<file path="src/rtl/reg_write_arbiter.sv">
// rtl/reg_write_arbiter.sv - register-file write port arbiter between GSU core and SNES host
// Host byte writes assemble into a pending word that is committed when the core is idle or starved too long.
module reg_write_arbiter #(
    parameter int STARVE_LIMIT = 4,
    parameter int GO_REG       = 15
) (
    input  logic        clk,
    input  logic        reset,
    input  logic        core_we,
    input  logic [3:0]  core_sel,
    input  logic [15:0] core_data,
    output logic        core_stall,
    input  logic        host_wr,
    input  logic [4:0]  host_addr,
    input  logic [7:0]  host_data,
    output logic        host_busy,
    output logic        host_overrun,
    output logic [15:0] reg_we,
    output logic [15:0] reg_wdata,
    output logic        gsu_go
);
    typedef enum logic {IDLE, HOST_PEND} state_t;

    localparam logic [2:0] LIMIT  = 3'(STARVE_LIMIT);
    localparam logic [3:0] GO_SEL = 4'(GO_REG);

    state_t      state_q, state_d;
    logic [2:0]  wait_cnt_q, wait_cnt_d;
    logic [7:0]  lo_latch_q, lo_latch_d;
    logic [15:0] pend_word_q, pend_word_d;
    logic [3:0]  pend_sel_q, pend_sel_d;
    logic [15:0] reg_we_q, reg_we_d;
    logic [15:0] reg_wdata_q, reg_wdata_d;
    logic        gsu_go_q, gsu_go_d;
    logic        overrun_q, overrun_d;

    always_comb begin
        state_d     = state_q;
        wait_cnt_d  = wait_cnt_q;
        lo_latch_d  = lo_latch_q;
        pend_word_d = pend_word_q;
        pend_sel_d  = pend_sel_q;
        overrun_d   = overrun_q;
        reg_we_d    = 16'h0000;
        reg_wdata_d = 16'h0000;
        gsu_go_d    = 1'b0;
        core_stall  = (state_q == HOST_PEND) && (wait_cnt_q == LIMIT);

        if (state_q == IDLE) begin
            if (core_we) begin
                reg_we_d    = 16'h0001 << core_sel;
                reg_wdata_d = core_data;
            end
        end else begin
            if (core_we && !core_stall) begin
                reg_we_d    = 16'h0001 << core_sel;
                reg_wdata_d = core_data;
                // Cannot exceed LIMIT: this branch only runs while wait_cnt_q < LIMIT.
                wait_cnt_d  = wait_cnt_q + 3'd1;
            end else begin
                reg_we_d    = 16'h0001 << pend_sel_q;
                reg_wdata_d = pend_word_q;
                gsu_go_d    = (pend_sel_q == GO_SEL);
                state_d     = IDLE;
            end
        end

        // Decisions above use the pre-capture state, so a capture never commits in its own cycle.
        if (host_wr) begin
            if (!host_addr[0]) begin
                lo_latch_d = host_data;
            end else if (state_q == HOST_PEND) begin
                overrun_d = 1'b1;
            end else begin
                pend_word_d = {host_data, lo_latch_q};
                pend_sel_d  = host_addr[4:1];
                wait_cnt_d  = 3'd0;
                state_d     = HOST_PEND;
            end
        end
    end

    always_ff @(posedge clk) begin
        if (reset) begin
            state_q     <= IDLE;
            wait_cnt_q  <= 3'd0;
            lo_latch_q  <= 8'h00;
            pend_word_q <= 16'h0000;
            pend_sel_q  <= 4'h0;
            reg_we_q    <= 16'h0000;
            reg_wdata_q <= 16'h0000;
            gsu_go_q    <= 1'b0;
            overrun_q   <= 1'b0;
        end else begin
            state_q     <= state_d;
            wait_cnt_q  <= wait_cnt_d;
            lo_latch_q  <= lo_latch_d;
            pend_word_q <= pend_word_d;
            pend_sel_q  <= pend_sel_d;
            reg_we_q    <= reg_we_d;
            reg_wdata_q <= reg_wdata_d;
            gsu_go_q    <= gsu_go_d;
            overrun_q   <= overrun_d;
        end
    end

    assign host_busy    = (state_q == HOST_PEND);
    assign host_overrun = overrun_q;
    assign reg_we       = reg_we_q;
    assign reg_wdata    = reg_wdata_q;
    assign gsu_go       = gsu_go_q;
endmodule

</file>
<file path="config.mk">
export PLATFORM = sky130hd
export DESIGN_NAME = reg_write_arbiter
export DESIGN_NICKNAME = d
export VERILOG_FILES = /design/src/rtl/reg_write_arbiter.sv
export SDC_FILE = /design/constraint.sdc
export NUM_CORES = 1
export LEC_CHECK = 0
export BUFFER_PORTS_ARGS = -buffer_cell sky130_fd_sc_hd__buf_2
export CORE_MARGIN = 4
export CORE_UTILIZATION = 51
export DETAILED_ROUTE_END_ITERATION = 8
export GPL_TIMING_DRIVEN = 0
export PLACE_DENSITY_LB_ADDON = 0.05
export SLEW_MARGIN = 20
export SYNTH_ARGS = -nofsm -noshare
export SYNTH_HDL_FRONTEND = slang
export SYNTH_SLANG_ARGS = --single-unit
</file>
<file path="constraint.sdc">
create_clock -name clk -period 1.65 [get_ports clk]
set_input_delay 0.165 -clock clk [delete_from_list [all_inputs] [get_ports clk]]
set_output_delay 0.165 -clock clk [all_outputs]
set_load 0.03 [all_outputs]
</file>
==> metrics.txt <==
hold crit path type=primary input to register; share of layout cells above drive strength 1=0.333; clock skew=7.14 ps; period utilisation layout=0.937; Post-synth EDFFs=0; Synth Area in Simple Gates=0.218; RSZ-0062 raised after global routing=no; Max Cap Viol=0; CP startpoint kind=register; post-synthesis compound-gate area fraction=0.163; hold_buf cts=0; Final setup viols=0; fin. max-slew vios=0; Worst Setup EP=core_stall; vias per cell=5.05; post-route setup TNS=0 ps; drt first pass iters=4; dominant cells by area after synthesis=dfxtp_1 52%, nand2_1 7.8%, a22o_1 5.5%; Power Total=3.30 mW; Yosys top cell by area=dfxtp_1; Initial Util=0.530; Flop pwr share=0.504; NetSw=0.828 mW; Die Area=6170 um2; synthesized flop and latch total=66; post-synthesis mux area share=0.0355; Final min period=1550 ps; Crit Path Class=register to output pin; number of global-route vias before repair=1988; Die Wd=78.6 um; maximum clock rate=647 MHz; ys async rst share=0; R2R Setup Slk=140 ps; Cell variety after synth=41; CTS clock-pin slew for the worst setup and hold paths=70 ps; pwr dens=1030 nW/um2; Worst Tran Pin Value=473 ps; syn nets=314; # diodes=0; Critical Path Sink Type=output pin; Iteration-0 DRC Markers=96; Mapped Area=2540 um2; Clock power frac=0.390; WL final=5.94 mm; Final nets=400; synthesized area per cell=9.23 um2; Fin. Hold Viols=0; GP Congestion=0.914; CTS sink count=66; die span in y=78.6 um; Fill cells=437; Worst-Skew Late Latency=340 ps; Area Growth Syn to Fin=26.3%; row cnt=25; CTS tree=done; Data arrival, critical path=1380 ps; antenna violations before repair=0; Critical Path Start=wait_cnt_q[0]; post-route ant nets=0; TritonCTS Buffers=9; placed wire-length estimate=4.36 mm; # DRC=0; IO Pins=73; Internal=2.47 mW; Comb pwr share=0.106; Util after Layout=0.670; path depth of the worst reg2reg path=8; worst r2r src=wait_cnt_q[0]; yosys warns=0; Root Buffer=clkbuf_8; total congestion overflow=0; final instance area=3210 um2; Worst EP required=1480 ps; first-pass GRT wire length=9.50 mm; area share of the largest cell type after synthesis=0.520; H-tree depth=3; placed insts=414; Synth Area in XOR/XNOR=0.00690; final std cells w/o fill=433; Syn Inst Count=275; adder-cell area share of the yosys netlist=0.00986; Core Area=4790 um2; largest net degree at the start of global routing=12; Wirelength per Cell=13.7 um; I/O Buffers=72; maximum vdd drop=0.000615 V; Clock Path Buffers=2; status=complete, no violations; switching part of the total power=0.251; via count=2186; total track usage=0.202; CP max FO=3; Leakage Power=1.39 nW; cell area after placement=2980 um2; WHS Path Cells=2; r2r endpoint=reg_we[4]; Slew Limit Headroom=0.685; top_reg_cell synth=dfxtp_1; largest family of logic cells by synthesized area=simple AND/OR/NAND/NOR gates; Seq/Total Area, Yosys=0.520
metal layers:
metal,global-route usage,wire length (um),part of all wire
met1,0.280,2930,0.49
met3,0.0447,369,0.062
met2,0.285,2520,0.42
met4,0.115,121,0.020
met5,0,0,0
cell usage after synthesis, drive strengths merged, types with 2 or more instances:
| master | number |
|---|---|
| and2 | 3 |
| o32ai | 2 |
| a22o | 16 |
| nand2b | 5 |
| nand2 | 54 |
| clkbuf | 4 |
| nor2b | 6 |
| a21oi | 28 |
| nor4 | 2 |
| o22ai | 5 |
| dfxtp | 66 |
| a31oi | 2 |
| a221oi | 2 |
| ha | 2 |
| nor3 | 7 |
| nand3 | 8 |
| mux2i | 9 |
| nor2 | 24 |
| or2 | 2 |
| inv | 3 |
| buf | 15 |
logic make-up after synthesis:
group	Yosys count
simple gates	116
flops	66
compound gates	58
buf+inv	22
mux	9
xor+xnor	2
fa+ha+maj	2
worst min-delay path by stage:
| stage | endpoint | startpoint | slack [ps] |
|---|---|---|---|
| global placement | reg_wdata[2] | core_data[2] | 380 |
| floorplan | reg_wdata[12] | core_data[12] | 300 |
| finish | reg_wdata[3] | core_data[3] | 40 |
| CTS | reg_wdata[5] | core_data[5] | 20 |
| global route | reg_wdata[3] | core_data[3] | 20 |
| detailed placement | reg_wdata[8] | core_data[8] | 380 |
power groups by stage:
stage	Clock (mW)	Sequential [mW]	Combinational, mW
2_1_floorplan	0	1.75	0.171
6_report	1.29	1.66	0.350
4_1_cts	1.31	1.66	0.341
5_1_grt	1.41	1.67	0.382
3_5_place_dp	0	1.70	0.338
3_3_place_gp	0	1.70	0.335
repair_timing:
action | in CTS | in global routing
setup endpoints to repair | 1 | 12
pin swaps | 1 | 1
buffers inserted | 1 | 2
resized for setup | 0 | 1
critical path, stage by stage (launching register included):
cell	delay, ps
dfxtp_1	310
inv_1	90
ha_2	230
nand3_2	110
inv_2	110
buf_2	200
layout by cell type (no fill, tap or decap), drive strengths merged, types with 7 or more instances in the layout:
cell,n
buf,90
nand2,54
a22o,16
clkbuf,15
mux2i,9
nand3,8
dfxtp,66
nor3,7
a21oi,28
nor2,24
metrics by stage:
step                      hold slack [ps]  worst slack [ps]
after floorplan                       298               141
after global placement                383              30.5
after detailed placement              384              17.2
after CTS                            24.1              49.5
after global routing                 19.9              20.6
final                                39.6               105
area by class of cell:
| type | count | area (um2) | share of cell area |
|---|---|---|---|
| buffer | 19 | 106 | 0.0332 |
| clock buffer | 11 | 131 | 0.0410 |
| clock inverter | 5 | 55.1 | 0.0172 |
| inverter | 3 | 11.3 | 0.00351 |
| multi-input combinational | 187 | 1100 | 0.344 |
| sequential | 66 | 1320 | 0.412 |
| tap | 67 | 83.8 | 0.0261 |
| timing repair buffer | 75 | 395 | 0.123 |
sequential cells by signal, indices dropped and copies added (netlist names):
signal,count
host_busy,1
pend_word_q,16
pend_sel_q,4
lo_latch_q,8
host_overrun,1
wait_cnt_q,3
reg_we,16
reg_wdata,16
gsu_go,1
Power figures use the tool's default switching activity.
